==> config.mk <==
export PLATFORM = sky130hd
export DESIGN_NAME = bank_write_packer
export DESIGN_NICKNAME = d
export VERILOG_FILES = /design/src/rtl/bank_write_packer_pkg.sv /design/src/rtl/bank_write_packer_lane_packer.sv /design/src/rtl/bank_write_packer.sv
export SDC_FILE = /design/constraint.sdc
export NUM_CORES = 1
export LEC_CHECK = 0
export ABC_AREA = 1
export CORE_MARGIN = 3
export CORE_UTILIZATION = 59
export CTS_CLUSTER_SIZE = 10
export DETAILED_ROUTE_END_ITERATION = 16
export GPL_TIMING_DRIVEN = 1
export PLACE_DENSITY = 0.89
export SLEW_MARGIN = 20
export SYNTH_ARGS = -nofsm -noshare
export SYNTH_HDL_FRONTEND = slang
export SYNTH_SLANG_ARGS = --single-unit
export TNS_END_PERCENT = 50
==> constraint.sdc <==
create_clock -name i_clk -period 11.5 [get_ports i_clk]
set_input_delay 2.3 -clock i_clk [delete_from_list [all_inputs] [get_ports i_clk]]
set_output_delay 2.3 -clock i_clk [all_outputs]
set_load 0.005 [all_outputs]
==> src/rtl/bank_write_packer_pkg.sv <==
// Shared definitions for the bank write packer: FSM state encoding and default sizes.
package bank_write_packer_pkg;

   localparam int DEF_DATA_WIDTH      = 16;
   localparam int DEF_LANES           = 4;
   localparam int DEF_BANK_ADDR_WIDTH = 8;

   typedef enum logic [1:0] {
      ST_IDLE      = 2'd0,
      ST_FILL      = 2'd1,
      ST_WAIT_SWAP = 2'd2
   } bwp_state_e;

endpackage

==> src/rtl/bank_write_packer_lane_packer.sv <==
// Collects accepted stream elements into one bank word, lane 0 first.
// A word closes on the last lane or on in_last; unfilled lanes stay zero.
module lane_packer
   import bank_write_packer_pkg::*;
#(
   parameter int DATA_WIDTH = DEF_DATA_WIDTH,
   parameter int LANES      = DEF_LANES
) (
   input  logic                          i_clk,
   input  logic                          i_rst,
   input  logic                          i_acc,
   input  logic [DATA_WIDTH-1:0]         i_dat,
   input  logic                          i_last,
   output logic                          o_done,
   output logic [DATA_WIDTH*LANES-1:0]   o_wdata
);

   localparam int CW = (LANES > 1) ? $clog2(LANES) : 1;
   localparam logic [CW-1:0] CNT_ONE  = CW'(1);
   localparam logic [CW-1:0] CNT_LAST = CW'(LANES - 1);

   logic [CW-1:0]                r_cnt;
   logic [DATA_WIDTH*LANES-1:0]  r_part;
   logic [DATA_WIDTH*LANES-1:0]  w_next;

   always_comb begin
      w_next = r_part;
      for (int k = 0; k < LANES; k++) begin
         if (r_cnt == CW'(k)) begin
            w_next[k*DATA_WIDTH +: DATA_WIDTH] = i_dat;
         end
      end
   end

   assign o_done = i_acc && ((r_cnt == CNT_LAST) || i_last);

   always_ff @(posedge i_clk or posedge i_rst) begin
      if (i_rst) begin
         r_cnt   <= '0;
         r_part  <= '0;
         o_wdata <= '0;
      end else if (i_acc) begin
         if (o_done) begin
            // the partial register restarts at zero so short words come out zero-padded
            o_wdata <= w_next;
            r_part  <= '0;
            r_cnt   <= '0;
         end else begin
            r_part  <= w_next;
            r_cnt   <= r_cnt + CNT_ONE;
         end
      end
   end

endmodule

==> src/rtl/bank_write_packer.sv <==
// Packs an element stream into bank words and sequences double-buffer bank swaps.
//   state        | meaning
//   ST_IDLE      | waiting for a frame configuration (words per bank)
//   ST_FILL      | accepting elements, writing packed words
//   ST_WAIT_SWAP | bank full or frame ended, waiting for reader to free the other bank
module bank_write_packer
   import bank_write_packer_pkg::*;
#(
   parameter int DATA_WIDTH      = DEF_DATA_WIDTH,
   parameter int LANES           = DEF_LANES,
   parameter int BANK_ADDR_WIDTH = DEF_BANK_ADDR_WIDTH
) (
   input  logic                          i_clk,
   input  logic                          i_rst,
   input  logic                          i_cfg_vld,
   output logic                          o_cfg_rdy,
   input  logic [BANK_ADDR_WIDTH:0]      i_cfg_words,
   input  logic                          i_in_vld,
   output logic                          o_in_rdy,
   input  logic [DATA_WIDTH-1:0]         i_in_dat,
   input  logic                          i_in_last,
   output logic                          o_wen,
   output logic [BANK_ADDR_WIDTH-1:0]    o_wadr,
   output logic [DATA_WIDTH*LANES-1:0]   o_wdata,
   output logic                          o_switch_banks,
   input  logic                          i_bank_free,
   output logic                          o_busy
);

   localparam int BAW = BANK_ADDR_WIDTH;
   localparam logic [BAW:0]   W_MAX   = {1'b1, {BAW{1'b0}}};
   localparam logic [BAW:0]   W_ONE   = (BAW+1)'(1);
   localparam logic [BAW-1:0] ADR_ONE = BAW'(1);

   bwp_state_e      r_state;
   logic [BAW:0]    r_words;
   logic [BAW-1:0]  r_next_adr;
   logic [BAW-1:0]  r_wadr;
   logic            r_wen;
   logic            r_switch;
   logic            r_ended;
   logic            w_acc;
   logic            w_done;
   logic            w_full;

   assign o_cfg_rdy      = (r_state == ST_IDLE);
   assign o_in_rdy       = (r_state == ST_FILL);
   assign o_busy         = (r_state != ST_IDLE);
   assign o_wen          = r_wen;
   assign o_wadr         = r_wadr;
   assign o_switch_banks = r_switch;

   assign w_acc  = i_in_vld && (r_state == ST_FILL);
   assign w_full = ({1'b0, r_next_adr} == (r_words - W_ONE));

   lane_packer #(
      .DATA_WIDTH (DATA_WIDTH),
      .LANES      (LANES)
   ) u_lane_packer (
      .i_clk   (i_clk),
      .i_rst   (i_rst),
      .i_acc   (w_acc),
      .i_dat   (i_in_dat),
      .i_last  (i_in_last),
      .o_done  (w_done),
      .o_wdata (o_wdata)
   );

   always_ff @(posedge i_clk or posedge i_rst) begin
      if (i_rst) begin
         r_state    <= ST_IDLE;
         r_words    <= '0;
         r_next_adr <= '0;
         r_wadr     <= '0;
         r_wen      <= 1'b0;
         r_switch   <= 1'b0;
         r_ended    <= 1'b0;
      end else begin
         r_wen    <= 1'b0;
         r_switch <= 1'b0;
         case (r_state)
            ST_IDLE: begin
               if (i_cfg_vld) begin
                  // zero and anything past the bank size both mean a full bank
                  r_words    <= ((i_cfg_words == '0) || i_cfg_words[BAW]) ? W_MAX : i_cfg_words;
                  r_next_adr <= '0;
                  r_ended    <= 1'b0;
                  r_state    <= ST_FILL;
               end
            end
            ST_FILL: begin
               if (w_done) begin
                  r_wen      <= 1'b1;
                  r_wadr     <= r_next_adr;
                  r_next_adr <= r_next_adr + ADR_ONE;
                  if (w_full || i_in_last) begin
                     r_ended <= i_in_last;
                     r_state <= ST_WAIT_SWAP;
                  end
               end
            end
            ST_WAIT_SWAP: begin
               if (i_bank_free) begin
                  r_switch   <= 1'b1;
                  r_wadr     <= '0;
                  r_next_adr <= '0;
                  r_state    <= r_ended ? ST_IDLE : ST_FILL;
               end
            end
            default: r_state <= ST_IDLE;
         endcase
      end
   end

endmodule

# Word level (Yosys, flattened, before mapping)

Index checks and enable logic that the tools add are counted.

Add/subtract/negate cells: 3
Multiply operators: 0
Divide/modulo/power cells: 0
Magnitude comparators: 0
Equality and inequality tests: 10
Shift-type cells: 0
Mux-type cells: 27
Bitwise gates (word level): 0
Reduce and logical (&&, ||, !) cells: 18

Operators by type and width:

| cell                  | count |
|---|---|
| $mux W16              | 4 |
| $mux W64              | 1 |
| $mux W8               | 4 |
| $pmux W8 S3           | 1 |
| $pmux W8 S2           | 1 |
| $reduce_and A4 Y1     | 3 |
| $mux W2               | 5 |
| $eq A8 B9 Y1          | 1 |
| $logic_not A9 Y1      | 1 |
| $mux W9               | 1 |
| $sub A9 B1 Y9 const B | 1 |
| $add A8 B1 Y8 const B | 1 |
| $mux W1               | 8 |
| $eq A2 B2 Y1 const B  | 3 |
| $pmux W2 S3           | 1 |
| $reduce_bool A2 Y1    | 3 |
| $eq A2 B1 Y1 const B  | 2 |
| $logic_not A2 Y1      | 2 |
| $ne A2 B1 Y1 const B  | 2 |
| $ne A2 B2 Y1 const B  | 2 |
| $reduce_and A2 Y1     | 2 |
| $logic_or A1 B1 Y1    | 3 |
| $reduce_and A3 Y1     | 1 |
| $reduce_bool A3 Y1    | 1 |
| 3 further kinds       | 4 |

Register bits after elaboration: 160
Bits in latches: 0
Memory bits (writable): 0
ROM bits: 0
Input bits: 31
Output and inout bits: 77
Logic and storage cells: 68
Memories kept: 0

# Longest topological paths before layout

Depth after elaboration: 6
Depth in mapped cells: 14
Mapped depth without buffers: 14

# By module

From an unflattened synthesis, not the netlist that was laid out.

Cells, all modules: 991
Area total of the unflattened synthesis: 7542.2 um2

By module, submodules not included:

| module            | times used | cells each | area each (um2) | seq. area each (um2) |
|---|---|---|---|---|
| lane_packer       | 1          | 769        | 5823.1          | 3253.1 |
| bank_write_packer | 1          | 222        | 1719.1          | 750.7 |

# Worst setup path before layout

OpenSTA, ideal clock, no wires.

Path type: input port to flip-flop
Start point: input port i_in_last
End point: register r_next_adr[5]
Library setup time: 0.092 ns
Arrival time: 3.270 ns
Data required time: 11.408 ns
Slack: 8.138 ns
Cell stages on the path: 8
Path buffers: 1
Path through: nor2_1 nor2_8 nor2_1 nor2_4 o21ai_2 buf_6 nand2_1 o31ai_2

Longest elaborated chain between the ends: 4

RTL lines:

| element                            | RTL line                            | text |
|---|---|---|
| start, declared                    | bank_write_packer.sv:21             | `input logic i_in_last,` |
| $logic_or A1 B1 Y1                 | bank_write_packer_lane_packer.sv:35 | `assign o_done = i_acc && ((r_cnt == CNT_LAST) \|\| i_last);` |
| $logic_and A1 B1 Y1                | bank_write_packer_lane_packer.sv:35 |  |
| $ne A2 B1 Y1 (no source line)      | n/a                                 |  |
| $reduce_and A4 Y1 (no source line) | n/a                                 |  |
| end signal, assigned               | bank_write_packer.sv:95             | `r_next_adr <= r_next_adr + ADR_ONE;` |
| end, declared                      | bank_write_packer.sv:37             | `logic [BAW-1:0] r_next_adr;` |

Every way passes these cells.
A chain may end at the register's enable or synchronous reset.

# Final worst setup path

Start point: input port i_in_last
End point: register r_wadr[3] (netlist: o_wadr[3])

Longest elaborated chain between the ends: 4

RTL lines:

| element                            | RTL line                            | text |
|---|---|---|
| $logic_or A1 B1 Y1                 | bank_write_packer_lane_packer.sv:35 |  |
| $logic_and A1 B1 Y1                | bank_write_packer_lane_packer.sv:35 |  |
| $ne A2 B1 Y1 (no source line)      | n/a                                 |  |
| $reduce_and A3 Y1 (no source line) | n/a                                 |  |
| end signal, assigned               | bank_write_packer.sv:94             | `r_wadr <= r_next_adr;` |
| end, declared                      | bank_write_packer.sv:38             | `logic [BAW-1:0] r_wadr;` |

Every way passes these cells.

==> metrics.md <==
| Metric | Value |
|---|---|
| Fin area | `9140 um2` |
| CTS buffer count | `17` |
| Final ANT Viol Nets | `0` |
| R2R Setup Slk | `7.91 ns` |
| Ys flop type | `dfrtp_1` |
| Worst path arrival time | `a little under 5 ns` |
| Initial drt markers | `728` |
| Status | `completed` |
| Leading area contributor after synthesis | `dfrtp_1` |
| Syn_area_per_cell | `about 8 um2` |
| H-tree depth | `4` |
| GRT overflow | `0` |
| Vias in the first global route | `6,099` |
| Starting density of the core | `60.5%` |
| Crit Path Class | `in -> reg` |
| Min Clock Period, post-route | `4.60 ns` |
| DRC viols | `0` |
| CTS Buffer Depth | `2` |
| Leak | `4.37 nW` |
| Worst-Margin Slew | `1.10 ns` |
| FFs w/ async S/R, synth | `100%` |
| CP endpoint kind | `flip-flop` |
| Fillers | `approximately 830` |
| PwrDens | `264 nW/um2` |
| Slew Limit Headroom | `between 20% and 30%` |
| Hold_buf cts | `0` |
| Dominant cell by count in the synthesized netlist | `nand2_1` |
| Port Buffers | `107` |
| Max-Cap Viols | `0` |
| Post-synth top area share | `54.8%` |
| Setup TNS | `0 ns` |
| Vias | `between 6,000 and 7,000` |
| Synthesized Nets | `952` |
| HPWL Detailed | `11,500 um` |
| Register area share after synthesis | `54.8%` |
| Area Overhead vs Synth | `25.1%` |
| Clock Sinks | `160` |
| Total Wirelength | `18,600 um` |
| Die area | `between 10,000 and 15,000 um2` |
| GRT Resource Usage Total | `28.2%` |
| Vias per inst | `approximately 5.4` |
| Hold_sp | `u_lane_packer.o_wdata[15]$_DFFE_PP0P_` |
| Post-CTS resize count | `0` |
| First-pass GRT wire length | `29,700 um` |
| Final worst slack | `6.90 ns` |
| Setup Viol. Count Final | `0` |
| Largest net degree at the start of global routing | `84` |
| Core footprint | `12,100 um2` |
| Synth warnings | `0` |
| Cells after Synth | `around 920` |
| Die width | `117 um` |
| Pre-CTS setup slack | `6.56 ns` |
| Drt pass-1 iters | `8` |
| Setup Buffers After CTS | `0` |
| CTS clk-pin slew, worst paths | `0.06 ns` |
| Tot Pwr | `0.00241 W` |
| Synth Register Bits | `160` |
| Die Y | `117 um` |
| RD Place Congestion | `0.872` |
| Worst-skew pair later-pin latency | `roughly 0.43 ns` |
| Final Hold Fails | `0` |
| Worst Skew | `between 0.008 and 0.009 ns` |
| Max VDD drop | `0.137 mV` |
| Critical path origin | `i_in_last` |
| CTS root buffer | `clkbuf_16` |
| Layout cell share with drive strength beyond 1 | `about 5.2%` |
| Top cells by area, synth | `dfrtp_1 (55%), nand2_1 (18%), o21ai_0 (8.7%)` |
| Max-slew violations | `0` |
| Post-Place Cell Area | `8440 um2` |
| CTS tree | `built` |
| N_diodes | `0` |
| Setup crit end | `o_wadr[3]$_DFFE_PP0P_` |
| Synth unique cells | `29` |
| Post-synth top cells | `nand2_1 (357), dfrtp_1 (160), o21ai_0 (127)` |
| Final nets | `1,039` |
| Initial antenna violation count | `0` |
| Final period util | `40.0%` |
| Reg-to-Reg End | `o_wadr[3]$_DFFE_PP0P_` |
| Synth Cell Area | `between 7000 and 8000 um2` |
| Max FO, Critical Path | `between 60 and 70` |
| Fmax | `0.217 GHz` |
| Worst Setup Start Kind | `primary input` |
| # rows | `40` |
| Post-synth EDFFs | `0` |
| # IOs | `108` |
| Hold Path Class | `reg -> reg` |
| RSZ-0062 raised after global routing | `false` |
| WL/cell | `15.7 um` |
| Post-Route Utilization | `75.7%` |
| Worst r2r path cells | `7` |
| Req. time, crit path | `11.79 ns` |
| RR Startpoint | `u_lane_packer.r_cnt[0]$_DFFE_PP0P_` |
[cell type report]
cell class | instances | area, um2 | share of cell area [%]
flip-flops and latches | 160 | 4000 | 43.8
well taps | 168 | 210 | 2.30
clock inverters | 9 | 178 | 1.94
repair buffers | 111 | 1120 | 12.3
clock buffers | 23 | 488 | 5.34
inverters | 110 | 418 | 4.57
multi-input cells | 602 | 2720 | 29.7
[layer usage]
layer	up-vias	routed length, um	global-route usage (%)
met5	-	0	0
met3	66	1390	7.46
li1	3042	-	-
met2	274	8840	43.0
met4	0	705	13.0
met1	3046	7620	38.0
[cells by family after synthesis]
| family | after synthesis | share of synthesized area, % |
|---|---|---|
| flip-flops | 160 | 54.8 |
| AND/OR/NAND/NOR | 422 | 23.1 |
| buffers and inverters | 153 | 8.05 |
| AO/OA/AOI/OAI | 167 | 12.1 |
| XOR/XNOR | 7 | 0.839 |
| adder cells (fa/ha/maj) | 6 | 1.03 |
[sequential cells by signal, indices dropped and copies added (netlist names)]
signal and cells:
o_wen 1, r_words 9, r_state 2, u_lane_packer.r_cnt 2, u_lane_packer.o_wdata 64, o_wadr 8
r_next_adr 8, o_switch_banks 1, u_lane_packer.r_part 64, r_ended 1
[critical path: stages]
cell             delay, ns
clkdlybuf4s50_1       0.58
nor2_1                0.14
nor2_8                0.71
inv_2                 0.40
buf_4                 0.45
nand3_1               0.15
o21ai_1               0.08
[placed cells by master (no fill, tap or decap), types with 6 or more instances in the layout]
master,n
clkdlybuf4s50_1,107
dfrtp_1,160
nand2_1,357
inv_1,102
nor2_1,19
ha_1,6
o21ai_0,127
clkbuf_16,17
xor2_1,6
nand3_1,32
o22ai_1,9
o21ai_1,21
inv_2,7
[through the flow]
step,instances,hold slack [ns]
finish,1183,0.471
global route,1183,0.493
CTS,1182,0.473
floorplan,915,0.464
detailed placement,1150,0.458
global placement,1150,0.456
[power breakdown]
part | internal [W] | total (W) | switching (W)
clock network | 0.000409 | 0.000633 | 0.000224
registers | 0.000780 | 0.000891 | 0.000112
logic | 0.000359 | 0.000885 | 0.000526
[worst min path at each step]
stage / to / slack, ns / cells after the start
2_1_floorplan: r_ended$_DFFE_PP0P_ / 0.46 / 2
3_3_place_gp: u_lane_packer.o_wdata[55]$_DFFE_PP0P_ / 0.46 / 2
3_5_place_dp: u_lane_packer.o_wdata[13]$_DFFE_PP0P_ / 0.46 / 2
4_1_cts: u_lane_packer.o_wdata[15]$_DFFE_PP0P_ / 0.47 / 2
5_1_grt: u_lane_packer.o_wdata[58]$_DFFE_PP0P_ / 0.49 / 2
6_report: u_lane_packer.o_wdata[15]$_DFFE_PP0P_ / 0.47 / 2
No activity file was read; power rests on OpenSTA's default activity.
